## src/rtl/sram_test_pkg.sv

```systemverilog
// Shared definitions for the SRAM test sequencer: FSM states, pattern modes and LFSR constants.
package sram_test_pkg;

  typedef enum logic [2:0] {
    IDLE,
    WR_SETUP,
    WR_PULSE,
    WR_HOLD,
    RD_ADDR,
    RD_CHECK,
    DONE
  } state_t;

  localparam logic [1:0] PAT_FIXED   = 2'd0;
  localparam logic [1:0] PAT_ADDR    = 2'd1;
  localparam logic [1:0] PAT_LFSR    = 2'd2;
  localparam logic [1:0] PAT_CHECKER = 2'd3;

  localparam logic [7:0] LFSR_MASK     = 8'hB8;
  localparam logic [7:0] LFSR_ZERO_SUB = 8'h01;

  localparam int ERR_W = 16;

  // Right-shifting Galois step for x^8+x^6+x^5+x^4+1.
  function automatic logic [7:0] lfsr_step(input logic [7:0] s);
    return s[0] ? ({1'b0, s[7:1]} ^ LFSR_MASK) : {1'b0, s[7:1]};
  endfunction

endpackage

```

## src/rtl/sram_pat_gen.sv

```systemverilog
// Pattern generator: LFSR register plus the combinational pattern mux with optional inversion.
module sram_pat_gen
  import sram_test_pkg::*;
(
  input  logic        clk,
  input  logic        reset,
  input  logic        load,
  input  logic        advance,
  input  logic [7:0]  load_seed,
  input  logic [1:0]  mode,
  input  logic [7:0]  seed,
  input  logic [15:0] addr_lsb,
  input  logic        invert,
  output logic [7:0]  pattern
);

  logic [7:0] lfsr;
  logic [7:0] raw;

  always_ff @(posedge clk) begin
    if (!reset) begin
      lfsr <= LFSR_ZERO_SUB;
    end else if (load) begin
      lfsr <= (load_seed == 8'h00) ? LFSR_ZERO_SUB : load_seed;
    end else if (advance) begin
      lfsr <= lfsr_step(lfsr);
    end
  end

  always_comb begin
    raw = 8'h00;
    case (mode)
      PAT_FIXED: raw = seed;
      PAT_ADDR:  raw = addr_lsb[7:0] ^ addr_lsb[15:8];
      PAT_LFSR:  raw = lfsr;
      default:   raw = addr_lsb[0] ? 8'hAA : 8'h55;
    endcase
  end

  assign pattern = invert ? ~raw : raw;

endmodule

```

## src/rtl/sram_test_seq.sv

```systemverilog
// SRAM test sequencer: writes a pattern over [addr_lo, addr_hi], reads it back and logs mismatches.
// Define SRAM_TEST_INVERT_PASS_EN to add a second write+read pass with the inverted pattern.
module sram_test_seq
  import sram_test_pkg::*;
#(
  parameter int ADDR_W    = 21,
  parameter int WE_CYCLES = 2,
  parameter int RD_CYCLES = 2
) (
  input  logic              clk,
  input  logic              reset,
  input  logic              start,
  input  logic [ADDR_W-1:0] addr_lo,
  input  logic [ADDR_W-1:0] addr_hi,
  input  logic [1:0]        pat_mode,
  input  logic [7:0]        seed,
  output logic              busy,
  output logic              done,
  output logic              pass,
  output logic [ERR_W-1:0]  err_count,
  output logic [ADDR_W-1:0] first_err_addr,
  output logic [7:0]        first_err_exp,
  output logic [7:0]        first_err_got,
  output logic              rw,
  output logic [ADDR_W-1:0] addr,
  output logic [7:0]        data_f2s,
  input  logic [7:0]        data_s2f_r
);

  localparam logic [7:0] WE_LOAD = 8'(WE_CYCLES - 1);
  localparam logic [7:0] RD_LOAD = 8'(RD_CYCLES - 1);

  state_t            state;
  logic [ADDR_W-1:0] lo_q;
  logic [ADDR_W-1:0] hi_q;
  logic [1:0]        mode_q;
  logic [7:0]        seed_q;
  logic [7:0]        cnt;
  logic [7:0]        pattern;
  logic              start_ok;
  logic              at_hi;
  logic              mismatch;
  logic              restart;
  logic              invert;
  logic              lfsr_load;
  logic              lfsr_adv;

  assign start_ok = start && ((state == IDLE) || (state == DONE));
  assign at_hi    = (addr == hi_q);
  assign mismatch = (state == RD_CHECK) && (data_s2f_r != pattern);

`ifdef SRAM_TEST_INVERT_PASS_EN
  logic pass2;
  assign invert  = pass2;
  assign restart = (state == RD_CHECK) && at_hi && !pass2;
`else
  assign invert  = 1'b0;
  assign restart = 1'b0;
`endif

  assign lfsr_load = start_ok || ((state == WR_HOLD) && at_hi) || restart;
  assign lfsr_adv  = ((state == WR_HOLD) || (state == RD_CHECK)) && !at_hi;

  // Write data is a pure function of registered state, so it only moves when addr moves.
  assign data_f2s = pattern;

  sram_pat_gen u_pat_gen (
    .clk       (clk),
    .reset     (reset),
    .load      (lfsr_load),
    .advance   (lfsr_adv),
    .load_seed (start_ok ? seed : seed_q),
    .mode      (mode_q),
    .seed      (seed_q),
    .addr_lsb  (addr[15:0]),
    .invert    (invert),
    .pattern   (pattern)
  );

  always_ff @(posedge clk) begin
    if (!reset) begin
      state          <= IDLE;
      rw             <= 1'b1;
      addr           <= '0;
      busy           <= 1'b0;
      done           <= 1'b0;
      pass           <= 1'b0;
      err_count      <= '0;
      first_err_addr <= '0;
      first_err_exp  <= 8'h00;
      first_err_got  <= 8'h00;
      lo_q           <= '0;
      hi_q           <= '0;
      mode_q         <= 2'd0;
      seed_q         <= 8'h00;
      cnt            <= 8'h00;
`ifdef SRAM_TEST_INVERT_PASS_EN
      pass2          <= 1'b0;
`endif
    end else begin
      case (state)
        IDLE, DONE: begin
          if (start) begin
            lo_q           <= addr_lo;
            hi_q           <= addr_hi;
            mode_q         <= pat_mode;
            seed_q         <= seed;
            err_count      <= '0;
            first_err_addr <= '0;
            first_err_exp  <= 8'h00;
            first_err_got  <= 8'h00;
            addr           <= addr_lo;
`ifdef SRAM_TEST_INVERT_PASS_EN
            pass2          <= 1'b0;
`endif
            if (addr_lo > addr_hi) begin
              state <= DONE;
              busy  <= 1'b0;
              done  <= 1'b1;
              pass  <= 1'b1;
            end else begin
              state <= WR_SETUP;
              busy  <= 1'b1;
              done  <= 1'b0;
              pass  <= 1'b0;
            end
          end
        end
        WR_SETUP: begin
          rw    <= 1'b0;
          cnt   <= WE_LOAD;
          state <= WR_PULSE;
        end
        WR_PULSE: begin
          if (cnt == 8'h00) begin
            rw    <= 1'b1;
            state <= WR_HOLD;
          end else begin
            cnt <= cnt - 1'b1;
          end
        end
        WR_HOLD: begin
          if (at_hi) begin
            addr  <= lo_q;
            cnt   <= RD_LOAD;
            state <= RD_ADDR;
          end else begin
            addr  <= addr + 1'b1;
            state <= WR_SETUP;
          end
        end
        RD_ADDR: begin
          if (cnt == 8'h00) begin
            state <= RD_CHECK;
          end else begin
            cnt <= cnt - 1'b1;
          end
        end
        RD_CHECK: begin
          if (mismatch) begin
            if (err_count != '1) begin
              err_count <= err_count + 1'b1;
            end
            if (err_count == '0) begin
              first_err_addr <= addr;
              first_err_exp  <= pattern;
              first_err_got  <= data_s2f_r;
            end
          end
          if (!at_hi) begin
            addr  <= addr + 1'b1;
            cnt   <= RD_LOAD;
            state <= RD_ADDR;
          end else if (restart) begin
            addr  <= lo_q;
            state <= WR_SETUP;
`ifdef SRAM_TEST_INVERT_PASS_EN
            pass2 <= 1'b1;
`endif
          end else begin
            state <= DONE;
            busy  <= 1'b0;
            done  <= 1'b1;
            pass  <= (err_count == '0) && !mismatch;
          end
        end
        default: state <= IDLE;
      endcase
    end
  end

endmodule
```

## config.mk

```make
export PLATFORM = sky130hd
export DESIGN_NAME = sram_test_seq
export DESIGN_NICKNAME = d
export VERILOG_FILES = /design/src/rtl/sram_test_pkg.sv /design/src/rtl/sram_pat_gen.sv /design/src/rtl/sram_test_seq.sv
export SDC_FILE = /design/constraint.sdc
export NUM_CORES = 1
export LEC_CHECK = 0
export ABC_AREA = 1
export CAP_MARGIN = 20
export CORE_MARGIN = 5
export CORE_UTILIZATION = 30
export DETAILED_ROUTE_END_ITERATION = 12
export PLACE_DENSITY = 0.58
export RECOVER_POWER = 50
export SLEW_MARGIN = 20
export SYNTH_ARGS = -nofsm -noshare
export SYNTH_HDL_FRONTEND = slang
export SYNTH_SLANG_ARGS = --single-unit
```

## constraint.sdc

```tcl
create_clock -name clk -period 3.3 [get_ports clk]
set_input_delay 0.33 -clock clk [delete_from_list [all_inputs] [get_ports clk]]
set_output_delay 0.33 -clock clk [all_outputs]
set_load 0.05 [all_outputs]
```

==> out/qor.txt <==
==========================================================================================
Post-detailed-route DRC marker count ........................................            0
Endpoint of the most critical register-to-register path ..................... first_err_addr[8]
Post-synthesis compound-gate area fraction ..................................        9.35%
Antenna violations before repair ............................................            0
Total CTS buffers ...........................................................           17
RD Place Congestion .........................................................        0.911
Family with the most delay on the worst path ................................ buffers and inverters
Top-level I/O count .........................................................          149
Transition time of the tightest slew-check pin ..............................      1670 ps
Post-synthesis instance area ................................................    9450 um^2
RSZ-0062 raised after global routing ........................................        false
Hold Path Depth .............................................................            2
Status ...................................................................... finished with violations
Critical path's slowest cell ................................................ clkdlybuf4s50_1
Area post-placement .........................................................   11200 um^2
Setup violators final .......................................................            0
Number of instances in the synthesized netlist ..............................         1519
Die boundary height .........................................................       187 um
Max Freq ....................................................................    0.337 GHz
Share of synthesized cell area in full adder, half adder and majority cells .        3.44%
Largest net degree at the start of global routing ...........................           83
Clock period minus final worst setup slack ..................................      2970 ps
Half-perimeter wire length after detailed placement .........................     23400 um
Aggregate negative setup slack ..............................................         0 ps
Wire length of the first global-routing pass ................................     50300 um
Count of cell types in the netlist ..........................................           44
Net count after synthesis ...................................................         1608
Cell types with the largest area share after synthesis ...................... dfxtp_1 (32%), nand2_1 (16%), inv_1 (8.7%), nor2_1 (7.4%), nand4_1 (5.8%)
Iteration-0 DRC count of the detailed router ................................          854
Number of placement rows ....................................................           65
Sequential fraction of the synthesis area ...................................        31.6%
Final routed wirelength across all metal layers .............................     31500 um
Period utilization ..........................................................        89.9%
Most common cell after layout, fill and taps aside ..........................      nand2_1
Top layer in use ............................................................         met4
Die width ...................................................................       187 um
Number of flip-flops and latches in the synthesized netlist .................          149
Total global routing overflow ...............................................            0
TritonCTS clock tree ........................................................         done
Number of enable flip-flop cells after synthesis ............................            0
Dominant combinational cell family by area after synthesis .................. simple AND/OR/NAND/NOR gates
Destination of the worst hold path ..........................................         done
Most instantiated flip-flop cell in the synthesis netlist ...................      dfxtp_1
Gr usage total ..............................................................        17.5%
Cell chosen for the clock root ..............................................    clkbuf_16
Headroom to the max-slew limit ..............................................       -11.1%
Number of hold violations in the final report ...............................            0
Critical path buffer and inverter count .....................................            3
Count of buffers added by post-CTS timing repair for setup ..................            0
Peak per-stage delay on the critical path ...................................       820 ps
Wire length on met2 .........................................................     14800 um
Quantity of hold-fixing buffers added after cts .............................            0
Area fraction of the dominant cell type after synthesis .....................        31.6%
Setup crit end kind .........................................................  output port
Proportion of synthesized area in mux cells .................................       0.106%
Yosys warning count .........................................................            0
Clock Skew ..................................................................      12.6 ps
Via density .................................................................         4.74
Fraction of synthesis flops using an asynchronous set or reset pin ..........           0%
Hold Startpoint .............................................................         done
Simple-gate share of the synthesized area ...................................        37.3%
Clock network latency to the later pin of the worst-skew pair ...............       420 ps
Class of the tightest hold or removal check .................................   reg -> reg
Post-route antenna net violation count ......................................            0
Final layout net count ......................................................         1719
Via count of the first global-routing pass ..................................         9142
Length in cells of the worst reg-to-reg path ................................           11
Met3 wirelength from detailed routing .......................................      1550 um
Highest-count cells in the layout ignoring fill and taps .................... nand2_1 (402), inv_1 (222), nor2_1 (188), dfxtp_1 (149), nand4_1 (87)
H-tree Lvls .................................................................            4
Worst reg2reg setup slack ...................................................       400 ps
Crit path kind ..............................................................   reg -> out
Via total after detailed routing ............................................         9694
Number of resized instances in the post-cts repair step .....................            0
Area of the die .............................................................   35200 um^2
Layout cells sized above 1 ..................................................        6.09%
Starting density of the core ................................................        30.2%
Share of the synthesized netlist area taken by xor and xnor gates ...........        4.26%
Type of element launching the critical path .................................     register
Arr. time, crit path ........................................................      2640 ps
Final-report max-slew violation count .......................................           83
Count of input and output buffers ...........................................          148
Power per unit of standard cell area ........................................ 1010 nW/um^2
Number of clock sinks seen by CTS ...........................................          149
Failing checks .............................................................. max-capacitance violations, max-slew violations
List of cells traversed by the critical path ................................ inv_1 -> nand2_1 -> nand3_1 -> nand3_1 -> nand2_1 -> inv_1 -> clkdlybuf4s50_1
Length of routed wiring on met1 .............................................     14700 um
Routed wire per std cell ....................................................      15.4 um
Cell type with the highest aggregate area in the netlist ....................      dfxtp_1
Area growth from synthesis to layout ........................................        24.3%
Launch instance of the worst register-to-register path ......................     state[2]
Count of fill cells added during filler insertion ...........................         3408
Number of max-cap violations ................................................            1
Register clock-pin slew on the reported worst setup and hold paths ..........        70 ps
Number of antenna cells inserted ............................................            0
Final cell area excluding filler cells ......................................   11800 um^2
Average cell area after synthesis ...........................................    6.22 um^2
Maximum count of clock buffers along a single path ..........................            2
CP max FO ...................................................................           11
Req. time, crit path ........................................................      2970 ps
Worst vdd rail ir drop ......................................................       528 uV
Pre-Repair DR Iteration Count ...............................................            5
Leakage power figure ........................................................      5.68 nW
Core region area ............................................................   31300 um^2
==========================================================================================
-- synth_stat cells, types with 2 or more instances --
cell type  instances
a21oi_1           80
buf_1              5
buf_2             29
buf_4              8
buf_6              6
clkbuf_1          34
dfxtp_1          149
ha_1              26
inv_1            220
inv_2             19
nand2_1          400
nand2_2            4
nand3_1           71
nand3_4            3
nand3b_1           2
nand4_1           87
nor2_1           186
nor2_2             7
nor2_4             3
nor3_1            16
nor3b_1            2
nor4_1             4
o21ai_0           79
o21ai_1            7
or2_2              9
xnor2_1           13
xor2_1            33
-- stage by stage --
stage / utilization (%) / total power [W] / instances / hold WS, ps / setup slack, ps
floorplan: - / 0.00816 / 1519 / 444 / 772
finish: 37.5 / 0.0119 / 2044 / 468 / 333
CTS: 37.7 / 0.0122 / 2044 / 404 / 332
global route: 37.5 / 0.0128 / 2044 / 480 / 111
detailed placement: 35.9 / 0.0102 / 2013 / 460 / 633
global placement: 35.9 / 0.0102 / 2013 / 463 / 678
-- worst max path at each step --
stage | from | endpoint | slack, ps | cells past startpoint
detailed placement | addr_lo[20] | busy | 630 | 11
floorplan | addr[0] | first_err_addr[5] | 770 | 12
CTS | addr[0] | data_f2s[1] | 330 | 5
global placement | addr_lo[20] | busy | 680 | 11
global route | state[2] | first_err_addr[19] | 110 | 11
finish | addr[0] | data_f2s[0] | 330 | 7
-- power by group --
part	leakage, nW	switching [W]	total, W	internal, W
Sequential	1.23	0.000686	0.00316	0.00247
Combinational	4.19	0.00466	0.00682	0.00215
Clock	0.265	0.000840	0.00190	0.00106
Total	5.68	0.00619	0.0119	0.00569
-- cell type report --
class | count | area, um^2 | area share (%)
Tap cell | 402 | 503 | 4.28
Timing Repair Buffer | 175 | 1680 | 14.3
Multi-Input combinational cell | 1047 | 5120 | 43.6
Clock buffer | 18 | 439 | 3.74
Inverter | 240 | 901 | 7.67
Sequential cell | 149 | 2980 | 25.4
Clock inverter | 13 | 126 | 1.08
-- metal layers --
layer  global-route usage [%]  vias to the layer above
met5                        0                        -
met4                     3.56                        0
met3                     3.24                       26
met2                     29.1                      256
met1                     23.9                     4420
li1                         -                     4992
-- sequential cells by signal, indices dropped and copies added (netlist names) --
name and cells:
state 3, busy 1, err_count 16, lo_q 21, hi_q 21, first_err_got 8
cnt 8, pass 1, done 1, rw 1, seed_q 8, first_err_addr 21
first_err_exp 8, u_pat_gen.lfsr 8, mode_q 2, addr 21
-- worst min-delay path, stage by stage, from the launching register on --
cell and delay [ps]:
dfxtp_1 310, nand2_1 60, a21oi_1 50
-- kinds of logic after synthesis --
family / Yosys count
compound gates: 173
xor+xnor: 46
fa+ha+maj: 26
buf+inv: 323
flops: 149
mux: 1
simple gates: 801
(Power assumes the default switching activity.)
